### src/rtl/br_redirect_ctrl.sv
// br_redirect_ctrl: EXE branch redirect/misalign-exception sequencer with flush hold; define BR_STATS_EN for branch/mispredict counters
module br_redirect_ctrl #(
  parameter int PC_SZ = 32,
  parameter int FLUSH_CYCLES = 2
`ifdef BR_STATS_EN
  , parameter int CNT_SZ = 32
`endif
) (
  input  logic             clk_in,
  input  logic             reset_in,
  input  logic             exe_valid,
  input  logic             exe_is_br,
  input  logic [PC_SZ-1:0] exe_pred_pc,
  input  logic [PC_SZ-1:0] bfu_br_pc,
  input  logic             bfu_mis,
  output logic             rd_valid,
  output logic [PC_SZ-1:0] rd_pc,
  input  logic             rd_ready,
  output logic             exc_req,
  output logic [PC_SZ-1:0] exc_addr,
  input  logic             exc_ack,
  output logic             flush_out,
  output logic             busy
`ifdef BR_STATS_EN
  , output logic [CNT_SZ-1:0] br_cnt
  , output logic [CNT_SZ-1:0] mp_cnt
  , input  logic              stats_clr
`endif
);
  localparam int DW = $clog2(FLUSH_CYCLES) > 0 ? $clog2(FLUSH_CYCLES) : 1;
  typedef enum logic [1:0] {IDLE, REDIRECT, EXC, DRAIN} state_t;
  state_t state, state_nx;
  logic [DW-1:0] drain_cnt;
  logic ev, pc_miss, take;
  assign ev = exe_valid & exe_is_br & (state == IDLE);
  assign pc_miss = bfu_br_pc != exe_pred_pc;
  assign take = ev & (bfu_mis | pc_miss);
  // state register
  always_ff @(posedge clk_in)
    if (!reset_in) state <= IDLE;
    else state <= state_nx;
  // next state: misalignment beats mispredict; handshakes only count in their own state
  always_comb begin
    state_nx = take ? (bfu_mis ? EXC : REDIRECT) :
               ((state == REDIRECT) & rd_ready) | ((state == EXC) & exc_ack) ? DRAIN :
               ((state == DRAIN) & (drain_cnt == '0)) ? IDLE : state;
  end
  // outputs decode straight from the registered state
  always_comb begin
    rd_valid  = state == REDIRECT;
    exc_req   = state == EXC;
    flush_out = state != IDLE;
    busy      = state != IDLE;
  end
  // target capture and drain countdown; counter preloads whenever not draining
  always_ff @(posedge clk_in)
    if (!reset_in) begin
      rd_pc     <= '0;
      exc_addr  <= '0;
      drain_cnt <= '0;
    end else begin
      if (ev & bfu_mis) exc_addr <= bfu_br_pc;
      if (ev & !bfu_mis & pc_miss) rd_pc <= bfu_br_pc;
      drain_cnt <= state == DRAIN ? drain_cnt - DW'(1) : DW'(FLUSH_CYCLES - 1);
    end
`ifdef BR_STATS_EN
  // statistics: clear wins over a same-cycle increment
  always_ff @(posedge clk_in)
    if (!reset_in | stats_clr) begin
      br_cnt <= '0;
      mp_cnt <= '0;
    end else if (ev) begin
      br_cnt <= br_cnt + CNT_SZ'(1);
      if (take) mp_cnt <= mp_cnt + CNT_SZ'(1);
    end
`endif
endmodule

### config.mk
export PLATFORM = sky130hd
export DESIGN_NAME = br_redirect_ctrl
export DESIGN_NICKNAME = d
export VERILOG_FILES = /design/src/rtl/br_redirect_ctrl.sv
export SDC_FILE = /design/constraint.sdc
export NUM_CORES = 1
export LEC_CHECK = 0
export BUFFER_PORTS_ARGS = -buffer_cell sky130_fd_sc_hd__buf_2
export CAP_MARGIN = 20
export CORE_MARGIN = 5
export CORE_UTILIZATION = 45
export DETAILED_ROUTE_END_ITERATION = 7
export PLACE_DENSITY = 0.85
export SYNTH_ARGS = -nofsm -noshare
export SYNTH_HDL_FRONTEND = slang
export SYNTH_SLANG_ARGS = --single-unit
### constraint.sdc
create_clock -name clk_in -period 1.9 [get_ports clk_in]
set_input_delay 0.285 -clock clk_in [delete_from_list [all_inputs] [get_ports clk_in]]
set_output_delay 0.285 -clock clk_in [all_outputs]
set_load 0.1 [all_outputs]
==> metrics.md, run 1 <==
| Metric | Value |
|---|---|
| DR iter-0 viols | 70 |
| Post-Synthesis Mean Instance Area | 8.491 um2 |
| Synth Cell Area | 2895 um2 |
| Max-cap violations | 0 |
| IO Count | around 140 |
| Distinct cells, synth | 22 |
| Switching power | roughly 1.2 mW |
| Worst hold margin | ~230 ps |
| Drt drc | 0 |
| Clk buf depth | 2 |
| Die X | around 90 um |
| Period utilization | 0.8924 |
| Logic pwr share | 0.258 |
| Starting Density | 0.4586 |
| Cells after Synth | 341 |
| Sequential share of power | 0.426 |
| Cell area power density | 915.6 nW/um2 |
| Area delta synth->final | 32.41% |
| Int Pwr | about 2.3 mW |
| Layout net count | ~550 |
| PostCTS Resize Cnt | 0 |
| Lkg Pwr | roughly 1.7 nW |
| WP data required | 1620 ps |
| Hold Vio Cnt, Final | 0 |
| Grt ovf | 0 |
| Final Instance Area | around 3800 um2 |
| Total power | approximately 3.5 mW |
| Proportion of layout cells with a drive suffix above 1 | 0.3410 |
| Htree depth | 3 |
| Worst R2R End | rd_pc[24] |
| Post-CTS setup buffer count | 0 |
| Worst-Margin Slew | about 600 ps |
| CTS tree | done |
| Die height | 90.21 um |
| Clock buffers created by TritonCTS | 9 |
| Sum of net half-perimeters after detailed placement | approximately 6600 um |
| Diode count | 0 |
| Final Wtd Congestion | a little over 0.8 |
| Hold Path Class | in -> reg |
| Worst-Skew Late Latency | 320 ps |
| Post-route core utilization | 0.6072 |
| Critical Path Start | state[0] |
| Hold-fix buffers, CTS | 0 |
| Largest net degree at the start of global routing | 66 |
| Rel. slew slack | 0.5994 |
| Seq/Total Area, Yosys | 0.4633 |
| Total GRT Usage | 0.2073 |
| Critical path class | reg -> out |
| Fmax | slightly below 600 MHz |
| Clock Skew | around 4.4 ps |
| Worst reg2reg startpoint | state[1] |
| R2r setup slk | 290 ps |
| Post-Place Cell Area | between 3000 and 4000 um2 |
| Core area | 6314 um2 |
| Antenna-violating nets left | 0 |
| Initial antenna violation count | 0 |
| # port buffers | approximately 140 |
| Sink Count | 67 |
| RSZ-0062 raised after global routing | no |
| Final min period | around 1700 ps |
| Slew Viols, Final | 0 |
| Yosys reg bits | 67 |
| Reg clk slew, reported paths | ~70 ps |
| Peak VDD IR | 0.0009030 V |
| Hold depth | 3 |
| CP Capture Point | flush_out |
| Worst-path maximum fanout | 7 |
| Clock network power share | 0.317 |
| CP Capture Type | output port |
| Initial DRT Pass Iterations | 4 |
| Vias in the first global route | between 2000 and 3000 |
| Root Driver | clkbuf_8 |
| R2R depth | 4 |
| Detailed-route wire length | 8507 um |
| Worst Path Arrival | between 1000 and 1500 ps |
| First-pass GRT wire length | roughly 14000 um |
| Status | completed |
| Routed wire length per instance | ~15 um |
| DR vias/cell | a little under 5 |
| Synthesized Nets | around 400 |
| Full die area | 8138 um2 |
| Via count | 2755 |
| Final Setup Violations | 0 |
| Synthesis Warnings | 0 |
| Setup crit start kind | flop |
| Cell Rows | 29 |
| Sw frac | 0.3447 |
-- logic make-up (layout without fill, tap and decap cells) --
logic type	Yosys count	after routing	synth area share
AND/OR/NAND/NOR	149	149	0.2109
AO/OA/AOI/OAI	39	39	0.07909
flip-flops	67	67	0.4633
multiplexers	32	32	0.1106
XOR/XNOR	32	32	0.09680
buffers and inverters	22	162	0.03933
-- worst min path at each step --
stage	start	end	slack, ps
after floorplan	bfu_br_pc[0]	exc_addr[0]	420
after global placement	exc_addr[20]	exc_addr[20]	440
after detailed placement	exc_addr[3]	exc_addr[3]	450
after CTS	bfu_br_pc[19]	exc_addr[19]	210
after global routing	bfu_br_pc[23]	rd_pc[23]	220
final	bfu_br_pc[27]	exc_addr[27]	230
-- per-layer routing --
layer,GRT usage,wire length (um),vias up,part of all wire
met5,0,0,-,0
met4,0.07320,132,0,0.016
met3,0.06260,605,8,0.071
met2,0.3433,4138,96,0.49
met1,0.2544,3630,1275,0.43
li1,-,-,1376,-
-- flip-flops by register name (all words and copies together) (netlist names) --
register   cells
exc_addr      32
drain_cnt      1
rd_pc         32
state          2
-- layout by cell type (no fill, tap or decap), types with 2 or more instances in the layout --
cell type  synthesis  layout
nand2_1          131     131
a21oi_1           33      33
dfxtp_1           67      67
o21a_1             2       2
nor4_2             2       2
clkbuf_8           0      10
xnor2_1           32      32
nand4_1            8       8
buf_4              1       8
clkinv_2           0       2
mux2i_1           32      32
nor2b_1            2       2
nor2_1             3       3
buf_2              4     138
-- final cells by class --
type,count,area [um2]
Clock buffer,11,141.4
Clock inverter,3,40.04
Fill cell,598,2480
Inverter,1,3.754
Multi-Input combinational cell,252,1440
Sequential cell,67,1341
Tap cell,77,96.34
Timing Repair Buffer,147,770.7
-- critical path, cell delays in order, from the launching register on --
cell and delay [ps]:
dfxtp_1 460, or2_4 200, buf_2 430
-- through the flow --
| stage | TNS, ps | worst slack, ps | instances |
|---|---|---|---|
| detailed placement | -1375 | -58.63 | 544 |
| CTS | 0 | 201.8 | 558 |
| finish | 0 | 204.4 | 558 |
| floorplan | -296.8 | -149.6 | 341 |
| global placement | 0 | 11.07 | 544 |
| global route | 0 | 123.4 | 558 |
-- synth_stat cells --
| master | instances | area share |
|---|---|---|
| nand2_1 | 131 | 0.17 |
| dfxtp_1 | 67 | 0.46 |
| a21oi_1 | 33 | 0.057 |
| mux2i_1 | 32 | 0.11 |
| xnor2_1 | 32 | 0.097 |
| clkbuf_1 | 13 | 0.017 |
| nand4_1 | 8 | 0.017 |
| buf_2 | 4 | 0.0069 |
| buf_6 | 3 | 0.012 |
| nor2_1 | 3 | 0.0039 |
| nor2b_1 | 2 | 0.0043 |
| nor4_2 | 2 | 0.0086 |
| o21a_1 | 2 | 0.0052 |
| a2111oi_4 | 1 | 0.0095 |
| a21boi_0 | 1 | 0.0026 |
| a21o_1 | 1 | 0.0026 |
| a31oi_1 | 1 | 0.0022 |
| and2_1 | 1 | 0.0022 |
| buf_4 | 1 | 0.0026 |
| clkinv_1 | 1 | 0.0013 |
| nor3_1 | 1 | 0.0017 |
| or2_4 | 1 | 0.0030 |
-- power groups by stage --
stage	clock, mW	combinational (mW)	sequential, mW
after floorplan	0	0.331	1.87
after global placement	0	0.896	1.52
after detailed placement	0	0.906	1.52
after CTS	1.15	0.908	1.49
after global routing	1.20	0.951	1.50
final	1.11	0.904	1.49
Note: power is estimated with default switching activity, not from simulation.
==> run 2, diff against run 1 <==
--- a/config.mk
+++ b/config.mk
@@ -8,9 +8,9 @@
 export BUFFER_PORTS_ARGS = -buffer_cell sky130_fd_sc_hd__buf_2
 export CAP_MARGIN = 20
 export CORE_MARGIN = 5
-export CORE_UTILIZATION = 45
+export CORE_UTILIZATION = 46
 export DETAILED_ROUTE_END_ITERATION = 7
-export PLACE_DENSITY = 0.85
+export PLACE_DENSITY = 0.87
 export SYNTH_ARGS = -nofsm -noshare
 export SYNTH_HDL_FRONTEND = slang
 export SYNTH_SLANG_ARGS = --single-unit
==> run 2 against run 1 <==
  * Global-route usage rose by 1.1 points
  * Die area is 1.9% lower
  * Utilization is 1.3 points higher
  * Critical path depth is the same
  * Cell area increased by 1.0%
  * Register-to-register slack got worse by 60 ps
  * Fmax rose by 0.57%
  * Flip-flop and latch count unchanged
  * Hold slack worse by 18 ps
  * Setup slack improved by 9.6 ps
  * Clock-buffer cell count shrank 1
  * Critical endpoint unchanged
  * Largest power group unchanged
==> metrics.md, run 2 (synthesized netlist as in run 1, its figures left out) <==
| Metric | Value |
|---|---|
| Worst hold margin | about 210 ps |
| Largest net degree at the start of global routing | 34 |
| Hold Vio Cnt, Final | 0 |
| Layout net count | between 500 and 600 |
| Setup slack after layout | between 200 and 250 ps |
| Worst-Skew Late Latency | roughly 340 ps |
| DR vias/cell | 4.986 |
| R2r setup slk | between 200 and 250 ps |
| CP Capture Type | output port |
| Lkg Pwr | around 1.7 nW |
| Hold Path Class | in -> reg |
| Worst R2R End | rd_pc[13] |
| Vias in the first global route | about 2700 |
| Proportion of layout cells with a drive suffix above 1 | 0.3471 |
| Peak VDD IR | approximately 0.00056 V |
| # port buffers | around 140 |
| Setup TNS Final | 0 ps |
| Initial antenna violation count | 0 |
| Htree depth | 3 |
| CTS tree | done |
| Clock network power share | 0.358 |
| Leading cell type in the layout, fill and taps excluded | buf_2 |
| R2R depth | 4 |
| Die height | 89.34 um |
| Switching power | 1.281 mW |
| Hold path start | bfu_br_pc[9] |
| Fillers | roughly 560 |
| Clock Skew | 8.478 ps |
| Most frequent cells in the layout | buf_2, nand2_1, dfxtp_1 |
| RSZ-0062 raised after global routing | no |
| Slew Viols, Final | 0 |
| Sum of net half-perimeters after detailed placement | 6599 um |
| Cell Rows | 29 |
| Slowest stage cell, crit path | dfxtp_1 |
| Reg clk slew, reported paths | 70 ps |
| Hold depth | 3 |
| Full die area | ~8000 um2 |
| Cell area power density | between 900 and 1000 nW/um2 |
| Routed wire length per instance | 15.35 um |
| First-pass GRT wire length | roughly 13000 um |
| Antenna-violating nets left | 0 |
| Status | completed |
| DR iter-0 viols | between 100 and 150 |
| Critical-path cell list | or2_4 > buf_2 |
| Final min period | 1686 ps |
| IO Count | 139 |
| Setup crit start kind | flop |
| Post-CTS setup buffer count | 0 |
| Detailed-route wire length | ~8600 um |
| Initial DRT Pass Iterations | 4 |
| Sink Count | 67 |
| Biggest registers after layout | exc_addr x32, rd_pc x32, state x2 |
| Clock buffers created by TritonCTS | 9 |
| Critical path class | reg -> out |
| Rel. slew slack | 0.6625 |
| Drt drc | 0 |
| Worst Path Arrival | ~1400 ps |
| Fmax | around 600 MHz |
| Worst reg2reg startpoint | state[1] |
| Worst Hold End | exc_addr[9] |
| Final Wtd Congestion | roughly 0.84 |
| Period utilization | 0.8874 |
| Via count | approximately 2800 |
| Int Pwr | between 2 and 2.5 mW |
| Diode count | 0 |
| Root Driver | clkbuf_8 |
| Place WS | -108.2 ps |
| Area delta synth->final | 33.79% |
| PostCTS Resize Cnt | 0 |
| Clk buf depth | 2 |
| Grt ovf | 0 |
| Worst-path maximum fanout | 7 |
| Starting Density | 0.4639 |
| Logic pwr share | 0.242 |
| Crit-path max cell delay | between 400 and 500 ps |
| Total GRT Usage | 0.2183 |
| Final Setup Violations | 0 |
| Max-cap violations | 0 |
| Die X | about 89 um |
| Sequential share of power | 0.400 |
| Hold-fix buffers, CTS | 0 |
| Sw frac | 0.3434 |
| WP data required | roughly 1600 ps |
| Core area | about 6200 um2 |
| Worst-Margin Slew | 509.7 ps |
-- run 2: through the flow --
step	std cells	utilization	total power [mW]	area, um2
after floorplan	341	-	2.205	2895
after global placement	545	0.5844	2.418	3647
after detailed placement	545	0.5844	2.430	3647
after CTS	561	0.6207	3.754	3874
after global routing	561	0.6207	3.873	3874
final	561	0.6207	3.731	3874
-- run 2: power groups by stage --
stage / Sequential, mW / Clock [mW] / Combinational (mW)
2_1_floorplan: 1.87 / 0 / 0.331
3_3_place_gp: 1.52 / 0 / 0.895
3_5_place_dp: 1.53 / 0 / 0.905
4_1_cts: 1.49 / 1.35 / 0.907
5_1_grt: 1.50 / 1.42 / 0.951
6_report: 1.49 / 1.33 / 0.903
-- run 2: worst max path at each step --
stage	to	cells past startpoint	slack, ps	from
floorplan	rd_valid	1	-150	state[0]
global placement	rd_pc[9]	7	-80	bfu_br_pc[3]
detailed placement	rd_pc[31]	7	-110	bfu_br_pc[3]
CTS	busy	2	200	state[0]
global route	rd_pc[31]	4	120	state[1]
finish	flush_out	2	210	state[1]
-- run 2: layer usage --
metal  share of wire  vias to the layer above  GRT usage
met2            0.49                      105     0.3691
met1            0.41                     1287     0.2672
li1                -                     1387          -
met4           0.028                        0     0.1001
met5               0                        -          0
met3           0.074                       18    0.04240
-- run 2: cell type report --
cell class              instances  area (um2)  area share
clock buffers                  10       137.6     0.03553
clock inverters                 6       88.84     0.02293
inverters                       1       3.754   0.0009690
multi-input cells             252        1440      0.3718
flip-flops and latches         67        1341      0.3463
well taps                      77       96.34     0.02487
repair buffers                148       765.7      0.1977
-- run 2: critical path: cells and delay by family (launching register included) --
family | cells | cell delay, ps
buf+inv | 1 | 430
flops | 1 | 430
simple gates | 1 | 200
